**config.mk**
```make
export PLATFORM = sky130hd
export DESIGN_NAME = i2c_slave_byte_ctrl
export DESIGN_NICKNAME = d
export VERILOG_FILES = /design/src/rtl/i2c_slave_byte_ctrl.sv
export SDC_FILE = /design/constraint.sdc
export NUM_CORES = 1
export LEC_CHECK = 0
export BUFFER_PORTS_ARGS = -buffer_cell sky130_fd_sc_hd__buf_2
export CORE_AREA = 2 2 68 96
export CTS_CLUSTER_SIZE = 20
export DETAILED_ROUTE_END_ITERATION = 16
export DIE_AREA = 0 0 70 98
export PLACE_DENSITY_LB_ADDON = 0.08
export SETUP_SLACK_MARGIN = 0.1
export SYNTH_ARGS = -nofsm -noshare
export SYNTH_HDL_FRONTEND = slang
export SYNTH_SLANG_ARGS = --single-unit
```
**constraint.sdc**
```tcl
create_clock -name clk -period 2.3 [get_ports clk]
set_input_delay 0.115 -clock clk [delete_from_list [all_inputs] [get_ports clk]]
set_output_delay 0.115 -clock clk [all_outputs]
set_load 0.05 [all_outputs]
```
**src/rtl/i2c_slave_byte_ctrl.sv**
```systemverilog
// I2C slave byte sequencer: address match, ACK generation and byte
// shifting between i2c_slave_bit_ctrl and the peripheral register side.
module i2c_slave_byte_ctrl #(
  parameter bit GENCALL_EN = 1'b0
) (
  input  logic       clk,
  input  logic       rst,
  input  logic       ena,
  input  logic [6:0] slave_addr,
  output logic [3:0] bit_cmd,
  output logic       bit_din,
  input  logic       bit_ack,
  input  logic       bit_dout,
  input  logic       bit_sta,
  input  logic       bit_stop,
  output logic [7:0] rx_data,
  output logic       rx_valid,
  output logic       rx_first,
  output logic       tx_req,
  input  logic [7:0] tx_data,
  output logic       rd_mode,
  output logic       addr_hit,
  output logic       nack_rcvd,
  output logic       xfer_done
);

  localparam logic [3:0] CMD_NOP   = 4'b0000;
  localparam logic [3:0] CMD_WRITE = 4'b0100;
  localparam logic [3:0] CMD_READ  = 4'b1000;

  typedef enum logic [2:0] {
    IDLE,
    ADDR,
    ADDR_ACK,
    RX,
    RX_ACK,
    TX,
    TX_ACK,
    WAIT_STOP
  } state_e;

  state_e     state_q;
  logic [2:0] cnt_q;
  logic [6:0] sh_q;
  logic [7:0] txsh_q;
  logic       skip_q;
  logic       stop_q;
  logic       first_q;
  logic [3:0] cmd_q;
  logic       din_q;
  logic [7:0] rx_data_q;
  logic       rx_valid_q;
  logic       rx_first_q;
  logic       tx_req_q;
  logic       rd_q;
  logic       hit_q;
  logic       nack_q;
  logic       done_q;

  logic [7:0] byte_d;
  logic       hit_d;
  logic       stop_edge_d;

  assign byte_d      = {sh_q, bit_dout};
  assign hit_d       = (byte_d[7:1] == slave_addr)
                     | (GENCALL_EN && (byte_d == 8'h00));
  assign stop_edge_d = bit_stop & ~stop_q;

  always_ff @(posedge clk or posedge rst) begin
    if (rst) begin
      state_q    <= IDLE;
      cnt_q      <= '0;
      sh_q       <= '0;
      txsh_q     <= '0;
      skip_q     <= 1'b0;
      stop_q     <= 1'b1;
      first_q    <= 1'b0;
      cmd_q      <= CMD_NOP;
      din_q      <= 1'b1;
      rx_data_q  <= '0;
      rx_valid_q <= 1'b0;
      rx_first_q <= 1'b0;
      tx_req_q   <= 1'b0;
      rd_q       <= 1'b0;
      hit_q      <= 1'b0;
      nack_q     <= 1'b0;
      done_q     <= 1'b0;
    end else if (!ena) begin
      state_q    <= IDLE;
      cnt_q      <= '0;
      sh_q       <= '0;
      txsh_q     <= '0;
      skip_q     <= 1'b0;
      stop_q     <= 1'b1;
      first_q    <= 1'b0;
      cmd_q      <= CMD_NOP;
      din_q      <= 1'b1;
      rx_data_q  <= '0;
      rx_valid_q <= 1'b0;
      rx_first_q <= 1'b0;
      tx_req_q   <= 1'b0;
      rd_q       <= 1'b0;
      hit_q      <= 1'b0;
      nack_q     <= 1'b0;
      done_q     <= 1'b0;
    end else begin
      rx_valid_q <= 1'b0;
      rx_first_q <= 1'b0;
      tx_req_q   <= 1'b0;
      nack_q     <= 1'b0;
      done_q     <= 1'b0;
      stop_q     <= bit_stop;
      if (bit_sta) begin
        // A repeated start still owes us the SCL fall that ends it
        state_q <= ADDR;
        cnt_q   <= '0;
        hit_q   <= 1'b0;
        cmd_q   <= CMD_NOP;
        din_q   <= 1'b1;
        skip_q  <= ~bit_stop;
      end else if (stop_edge_d) begin
        state_q <= IDLE;
        cmd_q   <= CMD_NOP;
        din_q   <= 1'b1;
        done_q  <= hit_q;
        hit_q   <= 1'b0;
        skip_q  <= 1'b0;
      end else if (bit_ack) begin
        if (skip_q) begin
          skip_q <= 1'b0;
        end else begin
          unique case (state_q)
            ADDR: begin
              sh_q  <= byte_d[6:0];
              cnt_q <= cnt_q + 3'd1;
              if (cnt_q == 3'd7) begin
                if (hit_d) begin
                  hit_q   <= 1'b1;
                  rd_q    <= byte_d[0];
                  first_q <= 1'b1;
                  state_q <= ADDR_ACK;
                  cmd_q   <= CMD_WRITE;
                  din_q   <= 1'b0;
                  if (byte_d[0]) begin
                    tx_req_q <= 1'b1;
                    txsh_q   <= tx_data;
                  end
                end else begin
                  state_q <= WAIT_STOP;
                end
              end
            end
            ADDR_ACK: begin
              cnt_q <= '0;
              if (rd_q) begin
                state_q <= TX;
                cmd_q   <= CMD_WRITE;
                din_q   <= txsh_q[7];
              end else begin
                state_q <= RX;
                cmd_q   <= CMD_NOP;
                din_q   <= 1'b1;
              end
            end
            RX: begin
              sh_q  <= byte_d[6:0];
              cnt_q <= cnt_q + 3'd1;
              if (cnt_q == 3'd7) begin
                rx_data_q  <= byte_d;
                rx_valid_q <= 1'b1;
                rx_first_q <= first_q;
                first_q    <= 1'b0;
                state_q    <= RX_ACK;
                cmd_q      <= CMD_WRITE;
                din_q      <= 1'b0;
              end
            end
            RX_ACK: begin
              state_q <= RX;
              cnt_q   <= '0;
              cmd_q   <= CMD_NOP;
              din_q   <= 1'b1;
            end
            TX: begin
              if (cnt_q != 3'd7) begin
                txsh_q <= {txsh_q[6:0], 1'b0};
                din_q  <= txsh_q[6];
                cnt_q  <= cnt_q + 3'd1;
              end else begin
                state_q <= TX_ACK;
                cmd_q   <= CMD_READ;
                din_q   <= 1'b1;
              end
            end
            TX_ACK: begin
              if (!bit_dout) begin
                tx_req_q <= 1'b1;
                txsh_q   <= tx_data;
                state_q  <= TX;
                cnt_q    <= '0;
                cmd_q    <= CMD_WRITE;
                din_q    <= tx_data[7];
              end else begin
                nack_q  <= 1'b1;
                state_q <= WAIT_STOP;
                cmd_q   <= CMD_NOP;
                din_q   <= 1'b1;
              end
            end
            default: begin
              cmd_q <= CMD_NOP;
              din_q <= 1'b1;
            end
          endcase
        end
      end
    end
  end

  assign bit_cmd   = cmd_q;
  assign bit_din   = din_q;
  assign rx_data   = rx_data_q;
  assign rx_valid  = rx_valid_q;
  assign rx_first  = rx_first_q;
  assign tx_req    = tx_req_q;
  assign rd_mode   = rd_q;
  assign addr_hit  = hit_q;
  assign nack_rcvd = nack_q;
  assign xfer_done = done_q;

endmodule

```
### Yosys cells after proc, flatten, opt, wreduce, memory -nomap -nowiden

Cells that the tools add are included.
Widths: inputs -> output; s select.

| word-level totals | value |
|---|---|
| bits in registers | 44 |
| bits of input ports | 22 |
| output and inout bits | 20 |
| logic and storage cells | 203 |

| cells by class | value |
|---|---|
| add/subtract/negate cells | 1 |
| eq/ne operators | 42 |
| multiplexer cells | 128 |
| bitwise operators | 3 |
| reduce and logical (&&, ||, !) cells | 12 |

Operator list:

| cell | count |
|---|---|
| $mux 8 | 17 |
| $mux 1 | 69 |
| $mux 3 | 19 |
| $mux 7 | 6 |
| $mux 4 | 9 |
| $ne 3x3->1 const B | 9 |
| $pmux 8 s3 | 1 |
| $reduce_and 6->1 | 4 |
| $ne 4x1->1 const B | 5 |
| $ne 5x5->1 const B | 4 |
| $pmux 4 s5 | 1 |
| $pmux 3 s6 | 1 |
| $reduce_and 5->1 | 3 |
| $eq 3x3->1 const B | 4 |
| $pmux 3 s4 | 1 |
| $ne 2x1->1 const B | 5 |
| $reduce_and 10->1 | 1 |
| $ne 9x1->1 const B | 1 |
| $ne 2x2->1 const B | 4 |
| $ne 4x4->1 const B | 2 |
| $reduce_and 8->1 | 1 |
| $eq 7x7->1 | 1 |
| $reduce_and 7->1 | 1 |
| $eq 3x2->1 const B | 2 |
| 11 further kinds | 15 |

### Logic depth before layout (Yosys ltp)

Gate-level depths: netlist of run 1.

| depth | value |
|---|---|
| depth in word-level cells | 9 |
| mapped depth | 8 |
| gate-level depth less buffers | 7 |

### Worst setup path after synthesis of run 1

Ideal clock, no wire load.

| timing | value |
|---|---|
| path kind | register -> register |
| from | register cnt_q[0] |
| to | register txsh_q[1] |
| setup time | 0.125 ns |
| arrival time | 1.907 ns |
| slack | 0.268 ns |
| stages on the path, launching flop included | 9 |
| path through | dfrtp_1 ha_1 ha_1 buf_2 nor3b_1 o21a_1 o21ai_1 a21oi_4 mux2_4 |

| on the way | value |
|---|---|
| cells in the longest elaborated chain, start to end | 3 |
| elaborated cells between the ends (all ways) | 5 |
| those cells by class | 4 x eq/ne; 1 x reduce/logical |

RTL lines:

| what | line | source |
|---|---|---|
| from (decl) | 43 | `logic [2:0] cnt_q;` |
| from (signal assigned) | 135 | `cnt_q <= cnt_q + 3'd1;` |
| from (signal assigned) | 167 | `cnt_q <= cnt_q + 3'd1;` |
| from (signal assigned) | 188 | `cnt_q <= cnt_q + 3'd1;` |
| $ne 3x3->1 / $eq 3x3->1 (equally long branches) | 185, 136 |  |
| $ne 3x3->1 (no source line) | -- |  |
| $reduce_and 10->1 (no source line) (*) | -- |  |
| to (signal assigned) | 146 | `txsh_q <= tx_data;` |
| to (signal assigned) | 186 | `txsh_q <= {txsh_q[6:0], 1'b0};` |
| to (signal assigned) | 198 | `txsh_q <= tx_data;` |
| to (decl) | 45 | `logic [7:0] txsh_q;` |

Every way passes the cells marked *; elsewhere a longest branch is shown, timed or not.
A chain may end at the register's enable or synchronous reset.

### Worst setup path after layout of run 1

| timing | value |
|---|---|
| from | register cnt_q[0] |
| to | register txsh_q[2] |

Same word-level chain as after synthesis.

==> flow_metrics.py, run 1 <==
metrics = {
    "logic_synthesis": {
        "synth.avg_cell_area_um2": 9.95,
        "syn_inst": 237,
        "async_flop_share_pct": 100,
        "synth_top_area_share_pct": 42.4,
        "synth-edff-count": 0,
        "synthTopCellsByArea": "dfrtp_1 (42%), nand2_1 (6.0%), mux2i_1 (5.5%), mux2_4 (4.5%), nor2b_1 (3.7%)",
        "synthFlopType": "dfrtp_1",
        "yosysUniqueCellTypes": 49,
        "ys_ff_latch": 42,
        "yosysSeqAreaShare_pct": 44.7,
        "synthesis.area_um2": 2360,
        "synth_top_area_cell": "dfrtp_1",
        "ys_warn_count": 0,
    },
    "setup_path": {
        "cpLargestDelayFamily": "compound AO/OA/AOI/OAI gates",
        "cpMostUsedCell": "ha_1",
        "path_buf_inv": 0,
        "critPathSlowestCell": "dfrtp_1",
        "crit_required_ns": 2.48,
        "cp.arrival_ns": 2.25,
        "cp_cell_sequence": "ha_1, ha_1, nor3b_1, o21a_1, o21ai_1, a21oi_4, mux2_4",
        "crit_fanout": 8,
        "critical_path.startpoint": "cnt_q[0]",
        "r2r_start": "cnt_q[0]",
        "end_kind": "flop",
        "critPathKind": "reg -> reg",
        "slowest_delay_ns": 0.40,
        "cp-start-kind": "flop",
    },
    "floorplan": {
        "core_area_um2": 6040,
        "die_area_um2": 6860,
        "ios": 42,
        "start_util_pct": 39.0,
        "dieHeight_um": 98,
        "rows": 34,
        "die_w_um": 70,
    },
    "sta": {
        "slew_viol_final": 0,
        "worst_pin_slew_ns": 0.545,
        "setup_viol": 0,
        "tns_ns": 0,
        "rsz0062_at_grt": "false",
        "period_needed_ns": 2.07,
        "hold_violations": 0,
        "fmax_mhz": 483,
        "fin_worst_skew_ns": 0.00771,
        "slew_headroom_pct": 63.6,
        "period_share_pct": 90.0,
    },
    "placed_design": {
        "dp_hpwl_mm": 3.79,
        "finalWeightedCongestion": 0.880,
        "port-buffer-count": 39,
        "post_dp_cell_area_um2": 2640,
    },
    "finish": {
        "syn_to_final_growth_pct": 17.0,
        "layout-drive-gt1-share_pct": 26.0,
        "fin_area_um2": 2760,
        "final_core_util_pct": 45.7,
        "antenna_cells": 0,
        "fin_nets": 304,
    },
    "status": {
        "outcome": "finished, final reports clean",
    },
    "global_route": {
        "grt_pass1_vias": 1816,
        "gr-total-overflow": 0,
        "antenna_found_initial": 0,
        "grt_first_pass_wirelength_mm": 9.00,
        "grt_max_degree": 43,
        "grt_util_all_layers_pct": 16.5,
    },
    "pwr": {
        "ir_worst_vdd_mv": 0.352,
        "p_leak_uw": 0.00126,
        "cellPowerDensity_nw_per_um2": 613,
    },
    "clocking": {
        "cts_made_buffers": 5,
        "ctsRootBufferMaster": "clkbuf_8",
        "path_clk_slew_ns": 0.08,
        "clock_path_buffers": 2,
        "cts_sinks": 42,
        "cts_tree": "done",
        "clk_latency_ns": 0.30,
        "h-tree-depth": 2,
        "post_cts_resized": 0,
    },
    "worst_hold_path": {
        "hold_path_class": "in -> reg",
        "hold_start": "bit_stop",
    },
    "drt": {
        "wl_per_cell_um": 15.1,
        "totalWireLength_mm": 5.35,
        "via_per_inst": 5.20,
        "num_vias": 1835,
        "drt_iter0_drc": 130,
        "drc": 0,
        "first_pass_iters": 4,
        "postRouteAntennaNets": 0,
    },
    "job": {
        "maxCapViolations": 0,
    },
}
-- cell usage after synthesis (all sizes together) (2+ instances only) --
| library cell | instances |
|---|---|
| dfrtp | 40 |
| nand2 | 38 |
| o21ai | 17 |
| nor2 | 15 |
| nor2b | 14 |
| mux2i | 13 |
| buf | 9 |
| xor2 | 8 |
| a21boi | 7 |
| a21oi | 7 |
| mux2 | 7 |
| clkbuf | 5 |
| inv | 5 |
| nand2b | 5 |
| nor3 | 5 |
| o21a | 4 |
| or3 | 4 |
| nor3b | 3 |
| nor4 | 3 |
| a2111oi | 2 |
| dfstp | 2 |
| ha | 2 |
| nand3 | 2 |
| nand3b | 2 |
| o311a | 2 |
| o31ai | 2 |
-- power by group --
| group | internal [µW] | switching (µW) | leakage (µW) |
|---|---|---|---|
| logic | 128 | 166 | 0.000638 |
| registers | 780 | 38.3 | 0.000566 |
| clock network | 320 | 258 | 0.0000579 |
| total | 1230 | 463 | 0.00126 |
-- what timing repair did --
item,in CTS,in global routing
endpoints found under the hold margin,40,0
hold buffers,1,0
buffers inserted,0,0
-- flip-flops by register name (all words and copies together), names as in the netlist --
signal and count:
bit_din 1, rd_mode 1, nack_rcvd 1, txsh_q 8
sh_q 7, first_q 1, rx_first 1, addr_hit 1
xfer_done 1, state_q 3, rx_data 8, bit_cmd 2
skip_q 1, rx_valid 1, stop_q 1, cnt_q 3
tx_req 1
-- per-stage QoR --
stage	worst slack, ns	hold WS, ns	power, µW	cells
6_report	0.229	0.0636	1690	353
5_1_grt	0.107	0.0894	1780	353
4_1_cts	0.206	0.0525	1720	353
3_5_place_dp	0.226	0.293	1130	344
3_3_place_gp	0.250	0.293	1130	344
2_1_floorplan	0.268	0.242	1050	238
-- layer usage --
layer  wire length (µm)  GRT usage, %  up-vias
met4                150          7.54        0
met3                160          2.89       14
li1                   -             -      904
met5                  0             0        -
met2               2650          27.3       38
met1               2380          20.9      879
-- logic make-up (layout without fill, tap and decap cells) --
kind of cell | after synthesis | after routing | synth area share, %
xor+xnor | 8 | 8 | 2.97
compound gates | 49 | 49 | 15.5
flops | 42 | 42 | 44.7
fa+ha+maj | 2 | 2 | 1.06
simple gates | 96 | 96 | 21.6
mux | 20 | 20 | 9.97
buf+inv | 19 | 62 | 3.98
other cells | 1 | 2 | 0.159
-- final timing paths --
check / to / slack [ns] / cells past startpoint
min in group asynchronous: rx_data[7] / 0.50 / 4
max: txsh_q[2] / 0.23 / 7
max reg2reg: txsh_q[2] / 0.23 / 7
min reg2reg: rx_first / 0.49 / 1
min: stop_q / 0.06 / 2
max in group asynchronous: stop_q / 1.43 / 4
-- worst reg2reg max path, cell delays in order, from the launching register on --
cell and delay, ns:
dfrtp_1 0.40, ha_1 0.20, ha_1 0.22, nor3b_1 0.19, o21a_1 0.15, o21ai_1 0.11
a21oi_4 0.35, mux2_4 0.33
-- cells in the final DEF (no fill, tap or decap), types with 2 or more instances in the layout --
master    count
nor2b_1      14
nor3_1        4
clkbuf_8      5
conb_1        2
nand3b_1      2
a21boi_0      7
nor4_1        2
o21a_1        4
o21ai_1       6
or3_1         4
buf_2        39
mux2i_1      13
nand2_1      38
nor3b_1       3
o21ai_0      11
inv_1         5
mux2_4        7
nor2_1       14
ha_1          2
nand2b_1      5
buf_4         9
dfstp_2       2
o31ai_1       2
nand3_1       2
xor2_1        8
clkinv_2      2
dfrtp_1      40
a21oi_1       6
-- layout make-up --
class / instances / area, µm²
Tap cell: 72 / 90.1
Timing Repair Buffer: 49 / 273
Clock inverter: 3 / 40.0
Clock buffer: 5 / 68.8
Fill cell: 621 / 3280
Inverter: 5 / 18.8
Sequential cell: 42 / 1050
Multi-Input combinational cell: 177 / 1210
(Power assumes the default switching activity.)
==> run 2, diff against run 1 <==
--- a/config.mk
+++ b/config.mk
@@ -5,11 +5,12 @@
 export SDC_FILE = /design/constraint.sdc
 export NUM_CORES = 1
 export LEC_CHECK = 0
+export ABC_AREA = 1
 export BUFFER_PORTS_ARGS = -buffer_cell sky130_fd_sc_hd__buf_2
-export CORE_AREA = 2 2 68 96
+export CORE_AREA = 2 2 70 98
 export CTS_CLUSTER_SIZE = 20
 export DETAILED_ROUTE_END_ITERATION = 16
-export DIE_AREA = 0 0 70 98
+export DIE_AREA = 0 0 72 100
 export PLACE_DENSITY_LB_ADDON = 0.08
 export SETUP_SLACK_MARGIN = 0.1
 export SYNTH_ARGS = -nofsm -noshare
==> flow_metrics.py, run 2 <==
metrics = {
    "logic_synthesis": {
        "synthTopCellsByArea": "dfrtp_1 (41%), nand2_1 (16%), o21ai_2 (6.4%), nand3_1 (5.9%), nor2_1 (4.1%)",
        "ys_warn_count": 0,
        "synthFlopType": "dfrtp_1",
        "ys_ff_latch": 42,
        "synth-edff-count": 0,
        "post-synth-top-count-cell": "nand2_1",
        "yosysUniqueCellTypes": 32,
        "synthesis.area_um2": 2460,
        "synth.avg_cell_area_um2": 7.70,
        "yosysSeqAreaShare_pct": 42.8,
        "synth_top_area_cell": "dfrtp_1",
        "synth_top_area_share_pct": 40.6,
        "synthTopCellsByCount": "nand2_1 (103), dfrtp_1 (40), nand3_1 (29), nor2_1 (27), inv_1 (20)",
        "async_flop_share_pct": 100,
        "syn_inst": 320,
    },
    "global_route": {
        "use_met1_pct": 22.4,
        "met3_usage_pct": 2.61,
        "grt_util_all_layers_pct": 18.5,
        "gr-total-overflow": 0,
        "grt_pass1_vias": 2187,
        "grt_busiest_layer": "met2",
        "grt_first_pass_wirelength_mm": 10.5,
        "grtUsageMet2_pct": 32.7,
        "antenna_found_initial": 0,
        "grt_max_degree": 43,
    },
    "drt": {
        "via_per_inst": 4.95,
        "wl_per_cell_um": 13.5,
        "drc": 0,
        "totalWireLength_mm": 5.88,
        "num_vias": 2159,
        "postRouteAntennaNets": 0,
        "first_pass_iters": 4,
        "drt_iter0_drc": 107,
    },
    "setup_path": {
        "slowest_delay_ns": 0.41,
        "path_buf_inv": 0,
        "end_kind": "flop",
        "cpLargestDelayFamily": "simple AND/OR/NAND/NOR gates",
        "crit_required_ns": 2.49,
        "critPathKind": "reg -> reg",
        "cp_cell_sequence": "ha_1, ha_1, nand4_1, nand2_1, nor2_2, nor2_4, nor2_8, nand2_4, nand2_1, nand2_1",
        "crit_fanout": 9,
        "critPathSlowestCell": "dfrtp_1",
        "cp-start-kind": "flop",
        "cp.arrival_ns": 2.09,
        "cpMostUsedCell": "nand2_1",
    },
    "clocking": {
        "cts_sinks": 42,
        "clk_latency_ns": 0.30,
        "h-tree-depth": 2,
        "cts_tree": "done",
        "ctsRootBufferMaster": "clkbuf_8",
        "path_clk_slew_ns": 0.08,
        "cts_made_buffers": 5,
        "clock_path_buffers": 2,
        "post_cts_resized": 0,
    },
    "finish": {
        "fin_nets": 385,
        "n_fill_cell": 680,
        "antenna_cells": 0,
        "fin_area_um2": 2830,
        "final_common_cell": "nand2_1",
        "most-common-layout-cells": "nand2_1 (103), dfrtp_1 (40), buf_2 (39)",
        "syn_to_final_growth_pct": 14.9,
        "layout-drive-gt1-share_pct": 27.1,
        "finalNonFillerCells": 436,
    },
    "pwr": {
        "p_leak_uw": 0.00153,
        "ir_worst_vdd_mv": 0.333,
        "cellPowerDensity_nw_per_um2": 741,
    },
    "sta": {
        "worst_pin_slew_ns": 0.538,
        "period_share_pct": 82.4,
        "fin_worst_skew_ns": 0.00448,
        "slew_viol_final": 0,
        "rsz0062_at_grt": "false",
        "fmax_mhz": 528,
        "slew_headroom_pct": 64.1,
        "tns_ns": 0,
        "period_needed_ns": 1.89,
        "setup_viol": 0,
        "hold_violations": 0,
    },
    "floorplan": {
        "dieHeight_um": 100,
        "die_w_um": 72,
        "die_area_um2": 7200,
        "core_area_um2": 6440,
        "rows": 35,
        "ios": 42,
        "start_util_pct": 38.3,
    },
    "job": {
        "maxCapViolations": 0,
    },
    "placed_design": {
        "post_dp_cell_area_um2": 2710,
        "port-buffer-count": 39,
        "dp_hpwl_mm": 4.47,
        "dp.cells": 427,
        "finalWeightedCongestion": 0.859,
    },
    "status": {
        "outcome": "finished, final reports clean",
    },
    "worst_hold_path": {
        "hold_path_class": "in -> reg",
    },
}
==> run 2: changes by cell type after synthesis, moves of 9 or more <==
cell	change
nor2_1	+13
nand3_1	+27
inv_1	+15
o21ai_2	+18
nor2b_1	-14
mux2i_1	-13
nand4_1	+9
nand2_1	+65
==> run 2: path summary, 6_finish.rpt <==
kind | depth (start not counted) | slack, ns | startpoint | endpoint
min in group asynchronous | 4 | 0.48 | rst | nack_rcvd
max in group asynchronous | 4 | 1.44 | rst | bit_din
setup / recovery | 10 | 0.41 | cnt_q[0] | txsh_q[1]
hold reg to reg | 2 | 0.47 | bit_din | bit_din
setup reg to reg | 10 | 0.41 | cnt_q[0] | txsh_q[1]
hold / removal | 2 | 0.05 | bit_stop | stop_q
==> run 2: layout make-up <==
type                       instances  area [µm²]  area share [%]
clock inverter                     2        37.5            1.33
clock buffer                       6        72.6            2.56
inverter                          29         116            4.11
multi-input combinational        240        1230            43.5
timing repair buffer              43         228            8.05
sequential                        42        1050            37.2
tap                               74        92.6            3.27
==> run 2: power breakdown <==
part,internal (µW),total [µW],switching (µW)
Combinational,177,595,418
Sequential,830,913,82.6
Clock,324,589,265
==> run 2: kinds of logic after synthesis <==
kind of cell    after synthesis  share of synthesized area, %
simple gates                191                          35.8
fa+ha+maj                     2                          1.02
compound gates               41                          11.4
buf+inv                      39                          7.47
other cells                   1                         0.152
flops                        42                          42.8
xor+xnor                      4                          1.42
==> run 2: timing repair <==
action                    CTS  global route
setup buffers               0             0
hold buffers                1             0
hold endpoints to repair   40             0
==> run 2: metal layers <==
layer  vias to the layer above  wire length, µm
met2                        36             3100
met4                         0              132
met5                         -                0
met3                        13              152
met1                       993             2500
li1                       1117                -
==> run 2: per-stage QoR <==
step / total power, µW / hold slack (ns) / util, % / worst slack (ns)
2_1_floorplan: 1390 / 0.237 / - / 0.675
3_3_place_gp: 1520 / 0.284 / 42.1 / 0.516
3_5_place_dp: 1530 / 0.290 / 42.1 / 0.418
4_1_cts: 2120 / 0.0422 / 44.0 / 0.412
5_1_grt: 2240 / 0.0492 / 44.0 / 0.256
6_report: 2100 / 0.0462 / 44.0 / 0.405
==> run 3, diff against run 2 <==
==> constraint.sdc (replaced) <==
create_clock -name clk -period 1.6 [get_ports clk]
set_input_delay 0.08 -clock clk [delete_from_list [all_inputs] [get_ports clk]]
set_output_delay 0.08 -clock clk [all_outputs]
set_load 0.05 [all_outputs]
==> flow_metrics.py, run 3 (synthesized netlist as in run 2, its figures left out) <==
metrics = {
    "status": {
        "outcome": "finished, final reports clean",
    },
    "placed_design": {
        "place_worst_setup_slack_ns": -0.0246,
        "finalWeightedCongestion": 0.916,
        "dp_hpwl_mm": 4.40,
        "port-buffer-count": 39,
    },
    "setup_path": {
        "end_kind": "flop",
        "critPathKind": "reg -> reg",
        "cp-start-kind": "flop",
        "crit_required_ns": 1.79,
        "crit_fanout": 8,
        "cp.arrival_ns": 1.77,
    },
    "sta": {
        "worst_pin_slew_ns": 0.550,
        "period_needed_ns": 1.58,
        "hold_violations": 0,
        "slew_viol_final": 0,
        "setup_viol": 0,
        "period_share_pct": 98.8,
        "fin_worst_skew_ns": 0.00645,
        "layout_setup_ws_ns": 0.0194,
        "rsz0062_at_grt": "true",
        "fmax_mhz": 633,
        "slew_headroom_pct": 63.4,
    },
    "finish": {
        "final_common_cell": "nand2_1",
        "final_core_util_pct": 52.1,
        "syn_to_final_growth_pct": 36.1,
        "most-common-layout-cells": "nand2_1 (89), buf_2 (39), dfrtp_1 (37)",
        "fin_nets": 419,
        "layout-drive-gt1-share_pct": 43.2,
        "antenna_cells": 0,
    },
    "floorplan": {
        "start_util_pct": 38.3,
        "ios": 42,
        "die_w_um": 72,
        "dieHeight_um": 100,
        "die_area_um2": 7200,
        "rows": 35,
        "core_area_um2": 6440,
    },
    "pwr": {
        "cellPowerDensity_nw_per_um2": 949,
        "p_leak_uw": 0.00175,
        "ir_worst_vdd_mv": 0.501,
        "power_uw": 3180,
    },
    "clocking": {
        "h-tree-depth": 2,
        "cts_tree": "done",
        "path_clk_slew_ns": 0.08,
        "cts_made_buffers": 5,
        "ctsRootBufferMaster": "clkbuf_8",
        "clk_latency_ns": 0.30,
        "clock_path_buffers": 2,
        "cts_sinks": 42,
    },
    "global_route": {
        "grt_first_pass_wirelength_mm": 10.2,
        "grt_pass1_vias": 2251,
        "gr-total-overflow": 0,
        "grt_max_degree": 43,
        "grt_util_all_layers_pct": 18.1,
        "antenna_found_initial": 0,
    },
    "drt": {
        "via_per_inst": 4.86,
        "first_pass_iters": 4,
        "drc": 0,
        "wl_per_cell_um": 13.3,
        "totalWireLength_mm": 6.23,
        "drt_iter0_drc": 103,
        "postRouteAntennaNets": 0,
        "num_vias": 2286,
    },
    "worst_hold_path": {
        "hold_path_class": "in -> reg",
    },
    "job": {
        "maxCapViolations": 0,
    },
}
==> run 3: cell count changes in the layout (fill, tap and decap cells not counted), moves of 6 or more <==
cell,before,now
nand3_1,29,22
nand3_2,0,6
nand2_2,5,19
nand2_1,103,89
buf_4,3,27
==> run 3: repair_timing <==
action,in CTS,in global routing
setup buffers,2,9
resized for setup,11,48
setup endpoints to repair,22,36
gates cloned,1,2
hold buffers,1,0
pin swaps,4,23
hold endpoints to repair,40,0
==> run 3: final timing paths <==
| check | slack (ns) | cells past startpoint | endpoint | from |
|---|---|---|---|---|
| hold reg to reg | 0.47 | 2 | bit_din | bit_din |
| min in group asynchronous | 0.45 | 4 | rx_valid | rst |
| setup / recovery | 0.02 | 9 | rx_data[0] | cnt_q[1] |
| max in group asynchronous | 0.73 | 4 | state_q[0] | rst |
| setup reg to reg | 0.02 | 9 | rx_data[0] | cnt_q[1] |
| hold / removal | 0.03 | 2 | stop_q | bit_stop |
==> run 3: layer usage <==
layer / routed length, µm / global-route usage [%]
met1: 2640 / 21.6
met2: 3320 / 32.7
met3: 182 / 2.91
met4: 82 / 5.66
met5: 0 / 0
==> run 3: cell type report <==
class	count	area (µm²)
Tap cell	74	92.6
Clock inverter	2	12.5
Multi-Input combinational cell	241	1430
Inverter	29	129
Fill cell	629	3090
Sequential cell	42	1060
Clock buffer	6	82.6
Timing Repair Buffer	76	549
==> run 3: critical path, cell delays in order, from the launching register on <==
cell and delay, ns:
dfrtp_1 0.39, ha_2 0.20, ha_4 0.17, buf_4 0.13
buf_6 0.12, inv_6 0.06, o21ai_2 0.05, nand2_2 0.13
clkbuf_16 0.18, o21ai_2 0.05
==> run 3: metrics by stage <==
| stage | hold WS [ns] | setup TNS [ns] | instance area, µm² | cells |
|---|---|---|---|---|
| floorplan | 0.202 | 0 | 2480 | 321 |
| global placement | 0.249 | 0 | 2900 | 447 |
| detailed placement | 0.257 | -0.151 | 2900 | 447 |
| CTS | 0.0177 | 0 | 3060 | 459 |
| global route | 0.0229 | -1.29 | 3350 | 470 |
| finish | 0.0250 | 0 | 3350 | 470 |
==> run 3: report_power, final <==
part / switching (µW) / leakage [µW] / internal, µW
logic: 713 / 0.00114 / 415
registers: 123 / 0.000558 / 1200
clock network: 387 / 0.0000472 / 347
